===== config.mk =====
export PLATFORM = sky130hd
export DESIGN_NAME = mem_access_stage
export DESIGN_NICKNAME = d
export VERILOG_FILES = /design/src/rtl/mem_stage_pkg.sv /design/src/rtl/mem_access_stage_wait_timer.sv /design/src/rtl/mem_access_stage.sv
export SDC_FILE = /design/constraint.sdc
export NUM_CORES = 1
export LEC_CHECK = 0
export ABC_AREA = 1
export BUFFER_PORTS_ARGS = -buffer_cell sky130_fd_sc_hd__buf_4
export CAP_MARGIN = 5
export CORE_MARGIN = 2
export CORE_UTILIZATION = 25
export DETAILED_ROUTE_END_ITERATION = 6
export PLACE_DENSITY = 0.5
export SLEW_MARGIN = 20
export SYNTH_ARGS = -nofsm -noshare
export SYNTH_HDL_FRONTEND = slang
export SYNTH_HIERARCHICAL = 1
export SYNTH_SLANG_ARGS = --single-unit
export TNS_END_PERCENT = 20

===== constraint.sdc =====
create_clock -name clk -period 2.14 [get_ports clk]
set_input_delay 0.428 -clock clk [delete_from_list [all_inputs] [get_ports clk]]
set_output_delay 0.428 -clock clk [all_outputs]
set_load 0.03 [all_outputs]

===== src/rtl/mem_stage_pkg.sv =====
// Shared types and default widths for the execute-to-writeback memory stage.
package mem_stage_pkg;

   typedef enum logic {
      IDLE = 1'b0,
      BUSY = 1'b1
   } stage_state_e;

   localparam int DEF_DATA_W   = 32;
   localparam int DEF_ADDR_W   = 16;
   localparam int DEF_REG_W    = 3;
   localparam int DEF_WAIT_MAX = 15;

endpackage


===== src/rtl/mem_access_stage_wait_timer.sv =====
// Bounded wait for a data-memory acknowledge.
// Down-counter loaded with WAIT_MAX on start, decremented while enabled,
// parked at zero when disabled; expired flags the last allowed wait cycle.
module wait_timer
   import mem_stage_pkg::*;
#(
   parameter int WAIT_MAX = DEF_WAIT_MAX
) (
   input  logic clk,
   input  logic rst,
   input  logic start,
   input  logic en,
   output logic expired
);

   localparam int CNT_W = $clog2(WAIT_MAX + 1);

   logic [CNT_W-1:0] cnt_q;
   logic [CNT_W-1:0] cnt_d;

   // next count: load, count down toward terminal count, or park at zero
   always_comb begin
      cnt_d = cnt_q;
      if (start) begin
         cnt_d = CNT_W'(WAIT_MAX);
      end else if (!en) begin
         cnt_d = '0;
      end else if (cnt_q != '0) begin
         cnt_d = cnt_q - CNT_W'(1);
      end
   end

   // count register
   always_ff @(posedge clk) begin
      if (rst) begin
         cnt_q <= '0;
      end else begin
         cnt_q <= cnt_d;
      end
   end

   assign expired = en & (cnt_q == CNT_W'(1));

endmodule


===== src/rtl/mem_access_stage.sv =====
// Execute-to-writeback stage: forwards ALU results or runs a load/store
// against a variable-latency data memory, and resolves branch-if-zero.
//
//   state | meaning
//   ------+---------------------------------------------------------------
//   IDLE  | ready for a new op; ALU ops and illegal ops retire next cycle
//   BUSY  | dmem_req held; waiting for dmem_ack or the wait timer to expire
module mem_access_stage
   import mem_stage_pkg::*;
#(
   parameter int DATA_W   = DEF_DATA_W,
   parameter int ADDR_W   = DEF_ADDR_W,
   parameter int REG_W    = DEF_REG_W,
   parameter int WAIT_MAX = DEF_WAIT_MAX
) (
   input  logic              clk,
   input  logic              rst,
   input  logic              in_valid,
   output logic              in_ready,
   input  logic [DATA_W-1:0] alu_result,
   input  logic              alu_zero,
   input  logic [DATA_W-1:0] store_data,
   input  logic              mem_read,
   input  logic              mem_write,
   input  logic              reg_write,
   input  logic              branch,
   input  logic [REG_W-1:0]  rd,
   output logic              dmem_req,
   output logic              dmem_we,
   output logic [ADDR_W-1:0] dmem_addr,
   output logic [DATA_W-1:0] dmem_wdata,
   input  logic [DATA_W-1:0] dmem_rdata,
   input  logic              dmem_ack,
   output logic              wb_valid,
   output logic              wb_we,
   output logic [REG_W-1:0]  wb_rd,
   output logic [DATA_W-1:0] wb_data,
   output logic              branch_taken,
   output logic              bus_err
);

   stage_state_e      state_q, state_d;
   logic              req_q, req_d;
   logic              we_q, we_d;
   logic [ADDR_W-1:0] addr_q, addr_d;
   logic [DATA_W-1:0] wdata_q, wdata_d;
   logic [REG_W-1:0]  lat_rd_q, lat_rd_d;
   logic              lat_rw_q, lat_rw_d;
   logic              lat_load_q, lat_load_d;
   logic [DATA_W-1:0] lat_alu_q, lat_alu_d;
   logic              wb_valid_q, wb_valid_d;
   logic              wb_we_q, wb_we_d;
   logic [REG_W-1:0]  wb_rd_q, wb_rd_d;
   logic [DATA_W-1:0] wb_data_q, wb_data_d;
   logic              br_q, br_d;
   logic              err_q, err_d;

   logic accept;
   logic timer_start;
   logic timer_en;
   logic timer_expired;

   assign in_ready = (state_q == IDLE) & ~rst;
   assign accept   = in_valid & in_ready;
   assign timer_en = (state_q == BUSY);

   wait_timer #(
      .WAIT_MAX (WAIT_MAX)
   ) u_wait_timer (
      .clk     (clk),
      .rst     (rst),
      .start   (timer_start),
      .en      (timer_en),
      .expired (timer_expired)
   );

   // next-state, request, latch and writeback computation
   always_comb begin
      state_d     = state_q;
      req_d       = req_q;
      we_d        = we_q;
      addr_d      = addr_q;
      wdata_d     = wdata_q;
      lat_rd_d    = lat_rd_q;
      lat_rw_d    = lat_rw_q;
      lat_load_d  = lat_load_q;
      lat_alu_d   = lat_alu_q;
      wb_valid_d  = 1'b0;
      wb_we_d     = wb_we_q;
      wb_rd_d     = wb_rd_q;
      wb_data_d   = wb_data_q;
      br_d        = br_q;
      err_d       = err_q;
      timer_start = 1'b0;

      case (state_q)
         IDLE: begin
            if (accept) begin
               if (mem_read && mem_write) begin
                  wb_valid_d = 1'b1;
                  wb_we_d    = 1'b0;
                  wb_rd_d    = rd;
                  wb_data_d  = alu_result;
                  br_d       = 1'b0;
                  err_d      = 1'b1;
               end else if (mem_read || mem_write) begin
                  state_d     = BUSY;
                  req_d       = 1'b1;
                  we_d        = mem_write;
                  addr_d      = alu_result[ADDR_W-1:0];
                  wdata_d     = store_data;
                  lat_rd_d    = rd;
                  lat_rw_d    = reg_write;
                  lat_load_d  = mem_read;
                  lat_alu_d   = alu_result;
                  timer_start = 1'b1;
               end else begin
                  wb_valid_d = 1'b1;
                  wb_we_d    = reg_write & (rd != '0);
                  wb_rd_d    = rd;
                  wb_data_d  = alu_result;
                  br_d       = branch & alu_zero;
               end
            end
         end
         BUSY: begin
            // an ack on the final wait cycle still completes normally
            if (dmem_ack) begin
               state_d    = IDLE;
               req_d      = 1'b0;
               wb_valid_d = 1'b1;
               wb_we_d    = lat_load_q & lat_rw_q & (lat_rd_q != '0);
               wb_rd_d    = lat_rd_q;
               wb_data_d  = lat_load_q ? dmem_rdata : lat_alu_q;
               br_d       = 1'b0;
            end else if (timer_expired) begin
               state_d    = IDLE;
               req_d      = 1'b0;
               wb_valid_d = 1'b1;
               wb_we_d    = 1'b0;
               wb_rd_d    = lat_rd_q;
               wb_data_d  = lat_alu_q;
               br_d       = 1'b0;
               err_d      = 1'b1;
            end
         end
         default: begin
            state_d = IDLE;
            req_d   = 1'b0;
         end
      endcase
   end

   // state and registered outputs
   always_ff @(posedge clk) begin
      if (rst) begin
         state_q    <= IDLE;
         req_q      <= 1'b0;
         we_q       <= 1'b0;
         addr_q     <= '0;
         wdata_q    <= '0;
         lat_rd_q   <= '0;
         lat_rw_q   <= 1'b0;
         lat_load_q <= 1'b0;
         lat_alu_q  <= '0;
         wb_valid_q <= 1'b0;
         wb_we_q    <= 1'b0;
         wb_rd_q    <= '0;
         wb_data_q  <= '0;
         br_q       <= 1'b0;
         err_q      <= 1'b0;
      end else begin
         state_q    <= state_d;
         req_q      <= req_d;
         we_q       <= we_d;
         addr_q     <= addr_d;
         wdata_q    <= wdata_d;
         lat_rd_q   <= lat_rd_d;
         lat_rw_q   <= lat_rw_d;
         lat_load_q <= lat_load_d;
         lat_alu_q  <= lat_alu_d;
         wb_valid_q <= wb_valid_d;
         wb_we_q    <= wb_we_d;
         wb_rd_q    <= wb_rd_d;
         wb_data_q  <= wb_data_d;
         br_q       <= br_d;
         err_q      <= err_d;
      end
   end

   assign dmem_req     = req_q;
   assign dmem_we      = we_q;
   assign dmem_addr    = addr_q;
   assign dmem_wdata   = wdata_q;
   assign wb_valid     = wb_valid_q;
   assign wb_we        = wb_we_q;
   assign wb_rd        = wb_rd_q;
   assign wb_data      = wb_data_q;
   assign branch_taken = br_q;
   assign bus_err      = err_q;

endmodule


* Word level (Yosys, flattened, before mapping)
Index checks and enable logic that the tools add are counted.
** Cells by class
- Eq/ne operators :: 10
- Bitwise gates (word level) :: 10
- Reduce and logical (&&, ||, !) cells :: 9
- Muxes and demuxes :: 49
- Add/subtract/negate cells :: 1
** Operators with widths (count)
- $mux W32 :: 6
- $pmux W32 S2 :: 1
- $mux W1 :: 27
- $mux W3 :: 5
- $mux W4 :: 3
- $pmux W1 S2 :: 6
- $reduce_and A4 Y1 :: 3
- $and A1 B1 Y1 :: 7
- $ne A2 B1 Y1 const B :: 3
- $ne A2 B2 Y1 const B :: 3
- $pmux W3 S2 :: 1
- $reduce_bool A3 Y1 :: 2
- $eq A4 B1 Y1 const B :: 1
- $reduce_bool A4 Y1 :: 1
- $sub A4 B1 Y4 const B :: 1
- $ne A3 B1 Y1 const B :: 1
- $ne A3 B2 Y1 const B :: 1
- $ne A3 B3 Y1 const B :: 1
- $not A1 Y1 :: 3
- $reduce_and A3 Y1 :: 1
- $logic_and A1 B1 Y1 :: 1
- $logic_or A1 B1 Y1 :: 1
** Word-level totals
- Bits of input ports :: 108
- Register bits :: 131
- Output and inout bits :: 90
- Logic and storage cells :: 95

* Longest topological paths before layout
- Depth after elaboration :: 6
- Depth in mapped cells :: 11
- Depth with buffers taken out :: 10

* Hierarchy
The synthesis kept the hierarchy.
** Modules (own cells, without submodules)
- mem_access_stage :: cells each 853, sequential area each 2222.1 um^2, instances 1, area each 5505.3 um^2
- wait_timer :: cells each 36, sequential area each 80.1 um^2, instances 1, area each 251.5 um^2

* Worst setup path after synthesis
Ideal clock, no wire load.
- Path type :: reg2reg
- Start point :: register state_q
- End point :: register addr_q[10], in the netlist dmem_addr[10]
- Stages on the path, launching flop included :: 9
- Data required time :: 2.024 ns
- Library setup time :: 0.116 ns
- Clock period less this slack :: 1.522 ns
- Data arrival time :: 1.406 ns
- Path slack :: 0.618 ns
- Buffers on the path :: 2
- Path through :: dfxtp_1 buf_6 nor2_4 nand2_2 nor2_8 inv_4 buf_6 nor2_1 nor2_1
** Between the ends
- Cells in the longest elaborated chain, start to end :: 4
** RTL lines
- start, declared :: RTL line mem_access_stage.sv:42 : stage_state_e state_q, state_d;
- start signal, assigned :: RTL line mem_access_stage.sv:173 : state_q <= state_d;
- $not A1 Y1 (no source line)
- $and A1 B1 Y1 :: RTL line mem_access_stage.sv:63 : assign in_ready = (state_q == IDLE) & ~rst;
- named net in_ready :: RTL line mem_access_stage.sv:19 : output logic in_ready,
- $and A1 B1 Y1 :: RTL line mem_access_stage.sv:64 : assign accept = in_valid & in_ready;
- $reduce_and A4 Y1 (no source line)
- end signal, assigned :: RTL line mem_access_stage.sv:176 : addr_q <= addr_d;
- end, declared :: RTL line mem_access_stage.sv:45 : logic [ADDR_W-1:0] addr_q, addr_d;
The timed path passes the listed nets, and every way through them passes these cells.
A chain may end at the register's enable or synchronous reset.

* Worst setup path after layout
- Start point :: register u_wait_timer.cnt_q[1]
- End point :: register wb_rd_q[2], in the netlist wb_rd[2]
** Between the ends
- Cells in the longest elaborated chain, start to end :: 4
** RTL lines
- start, declared :: RTL line mem_access_stage_wait_timer.sv:18 : logic [CNT_W-1:0] cnt_q;
- start signal, assigned :: RTL line mem_access_stage_wait_timer.sv:38 : cnt_q <= cnt_d;
- $eq A4 B1 Y1 :: RTL line mem_access_stage_wait_timer.sv:42 : assign expired = en & (cnt_q == CNT_W'(1));
- $and A1 B1 Y1 :: RTL line mem_access_stage_wait_timer.sv:42
- named net timer_expired :: RTL line mem_access_stage.sv:61 : logic timer_expired;
- $ne A3 B2 Y1 (no source line)
- $reduce_and A3 Y1 (no source line)
- end signal, assigned :: RTL line mem_access_stage.sv:184 : wb_rd_q <= wb_rd_d;
- end, declared :: RTL line mem_access_stage.sv:53 : logic [REG_W-1:0] wb_rd_q, wb_rd_d;
The timed path passes the listed nets, and every way through them passes these cells.

==> flow_summary.toml <==
[outcome]
outcome = "finished clean"

[finish]
n_antenna_cell = 0
finalInstanceArea_sq_um = 7870
final_common_cell = "nor2_1"
layout_common_cells = "nor2_1, buf_4, nand2_1"
nNetsFinal = 1165
drive_above_1_share_pct = 24.7
num-fill-cells = 2479
final_core_util_pct = 34.7
areaGrowthSynthToFinish_pct = 36.6

[grt]
met2_usage_pct = 24.8
grtUsageMet1_pct = 17.9
antenna_found_initial = 0
grtUsageMet3_pct = 5.56
grt_max_degree = 71
grt.overflow.total = 0
grt_pass1_vias = 5401
grt.busiest_layer = "met2"
grt_pass1_wl_mm = 28.3
grtUsageTotal_pct = 14.9

[power_and_ir_drop]
totalPowerFinal_w = 0.00637
power_density_nw_per_um2 = 810
max-vdd-ir-drop_mv = 0.448
leakage_nw = 4.22

[place]
portBuffers = 197
globalplace.congestion = 0.730
hpwl_mm = 11.9
dpl_cell_area_sq_um = 7290

[clocking]
cts_tree = "yes"
insertion_delay_ns = 0.42
clock_sinks = 115
numCtsBuffers = 17
root_buffer = "clkbuf_16"
cts_buffer_depth = 2
cts_resized = 0
postCtsHoldBufs = 0
clk_pin_slew_ns = 0.06
htreeDepth = 4
postCtsSetupRepairBufs = 0

[floorplan]
initial_utilization_pct = 25.4
rows = 55
die_y_um = 156
core_area_sq_um = 22600
pin_count = 198
fp.dieW_um = 156
fp.dieArea_sq_um = 24300

[hold_path]
hold_start = "store_data[25]"
whs_path_depth = 3
hp-class = "primary input to flip-flop"
min_to = "dmem_wdata[25]$_SDFFE_PP0P_"

[sta]
fin_setup_tns_ns = 0
relSlewSlack_pct = 44.5
worst_slew_pin_slew_ns = 0.833
setup_viol = 0
period_minus_slack_ns = 1.71
drv_slew = 0
hold_viol = 0
fin_worst_skew_ns = 0.00874
finalCritPeriodShare_pct = 79.8
max_freq_mhz = 585
rsz0062_at_grt = "no"

[yosys]
ys_ff_latch = 115
synth_warnings = 6
synthCells = 889
syn_area_sq_um = 5760
ys_seq_area_share_pct = 40.0
syn-num-nets = 1002
yosysUniqueCellTypes = 29
syn_avg_cell_area_sq_um = 6.48

[setup_path]
rrSetupSlack_ns = 0.43
start_kind = "flip-flop"
crit_type = "flip-flop to flip-flop"
slowest_stage = "dfxtp_1"
crit_chain = "inv_1, ha_1, and3_2, o21ai_0, nand2_1, a21oi_1, nor2_1"
reg2reg_to = "wb_rd[2]$_SDFFE_PP0P_"
worstPathMaxFanout = 7
r2r_start = "u_wait_timer/cnt_q[1]$_SDFFE_PP0P_"
critPathArrivalTime_ns = 2.02
cp-end-kind = "flip-flop"
required_ns = 2.45
rr_worst_depth = 7
cpPeakStageDelay_ns = 0.36

[route]
drtPass1Iterations = 4
routed_wl_mm = 17.9
first_iter_violations = 231
routedWlPerCell_um = 13.2
final_antenna_net_count = 0
avgViaCountPerCell = 4.17
drc = 0
vias = 5621

[flow_run]
cap_violations = 0
## cells in the mapped netlist
master | count | area [sq um]
nor3_1 | 1 | 5.00
nor2_4 | 1 | 11.3
clkbuf_1 | 19 | 71.3
nor2_2 | 9 | 56.3
or2_2 | 1 | 6.26
nand3b_4 | 1 | 20.0
o21a_1 | 3 | 22.5
a31oi_1 | 1 | 6.26
o21bai_1 | 3 | 22.5
nand4_2 | 1 | 12.5
buf_1 | 3 | 11.3
nand3_2 | 1 | 10.0
inv_1 | 118 | 443
inv_2 | 1 | 3.75
ha_1 | 5 | 62.6
buf_2 | 11 | 55.1
buf_6 | 15 | 169
a21oi_1 | 10 | 50.1
nor2_8 | 1 | 20.0
and3_2 | 1 | 7.51
nand2_2 | 1 | 6.26
o21ai_0 | 48 | 240
nand3_1 | 71 | 355
o21ai_1 | 23 | 115
nor2_1 | 212 | 796
inv_4 | 2 | 12.5
buf_4 | 19 | 143
nand2_1 | 192 | 721
dfxtp_1 | 115 | 2300
## power by group
group | internal, W | total [W] | switching [W]
Sequential | 0.00229 | 0.00237 | 0.0000839
Combinational | 0.000462 | 0.00117 | 0.000708
Clock | 0.00178 | 0.00283 | 0.00104
## final cells by class
cell class	count	area (sq um)	area share (%)
multi-input combinational	586	2550	32.4
sequential	115	2300	29.3
timing repair buffer	211	1620	20.6
clock buffer	20	467	5.93
inverter	121	460	5.85
tap	285	357	4.53
clock inverter	11	110	1.40
## metal layers
| metal | wire, um | part of all wire (%) |
|---|---|---|
| met1 | 7900 | 44 |
| met2 | 8380 | 47 |
| met3 | 1360 | 7.6 |
| met4 | 232 | 1.3 |
| met5 | 0 | 0 |
## per-stage QoR
| stage | setup slack (ns) | instances | hold slack (ns) |
|---|---|---|---|
| 2_1_floorplan | 0.618 | 889 | 0.461 |
| 3_3_place_gp | 0.204 | 1318 | 0.441 |
| 3_5_place_dp | 0.156 | 1318 | 0.444 |
| 4_1_cts | 0.416 | 1349 | 0.205 |
| 5_1_grt | 0.214 | 1349 | 0.215 |
| 6_report | 0.432 | 1349 | 0.224 |
## registers in the layout, indices dropped and copies added, names as in the netlist
register            cells
branch_taken            1
lat_alu_q              17
dmem_req                1
lat_rd_q                3
wb_we                   1
state_q                 1
dmem_addr              15
bus_err                 1
wb_rd                   3
u_wait_timer/cnt_q      4
lat_rw_q                1
dmem_wdata             32
wb_data                32
dmem_we                 1
wb_valid                1
lat_load_q              1
## worst max-delay path: cells and delay by family, from the launching register on
kind | cells | cell delay, ns
AND/OR/NAND/NOR | 3 | 0.50
AO/OA/AOI/OAI | 2 | 0.49
flip-flops | 1 | 0.36
adder cells (fa/ha/maj) | 1 | 0.18
buffers and inverters | 1 | 0.08
## logic make-up after synthesis
logic type      synth area share [%]
flops                           40.0
simple gates                    35.2
compound gates                  7.93
buf+inv                         15.8
fa+ha+maj                       1.09
## how the worst max path moves through the flow
| stage | start | to | slack, ns | depth (start not counted) |
|---|---|---|---|---|
| global placement | mem_read | dmem_wdata[12]$_SDFFE_PP0P_ | 0.20 | 8 |
| global route | u_wait_timer/cnt_q[1]$_SDFFE_PP0P_ | wb_rd[0]$_SDFFE_PP0P_ | 0.21 | 7 |
| floorplan | state_q$_SDFF_PP0_ | dmem_addr[10]$_SDFFE_PP0P_ | 0.62 | 8 |
| CTS | u_wait_timer/cnt_q[1]$_SDFFE_PP0P_ | wb_data[11]$_SDFFE_PP0P_ | 0.42 | 10 |
| detailed placement | mem_read | dmem_wdata[12]$_SDFFE_PP0P_ | 0.16 | 8 |
| finish | u_wait_timer/cnt_q[1]$_SDFFE_PP0P_ | wb_rd[2]$_SDFFE_PP0P_ | 0.43 | 7 |
No activity file was read; power rests on OpenSTA's default activity.
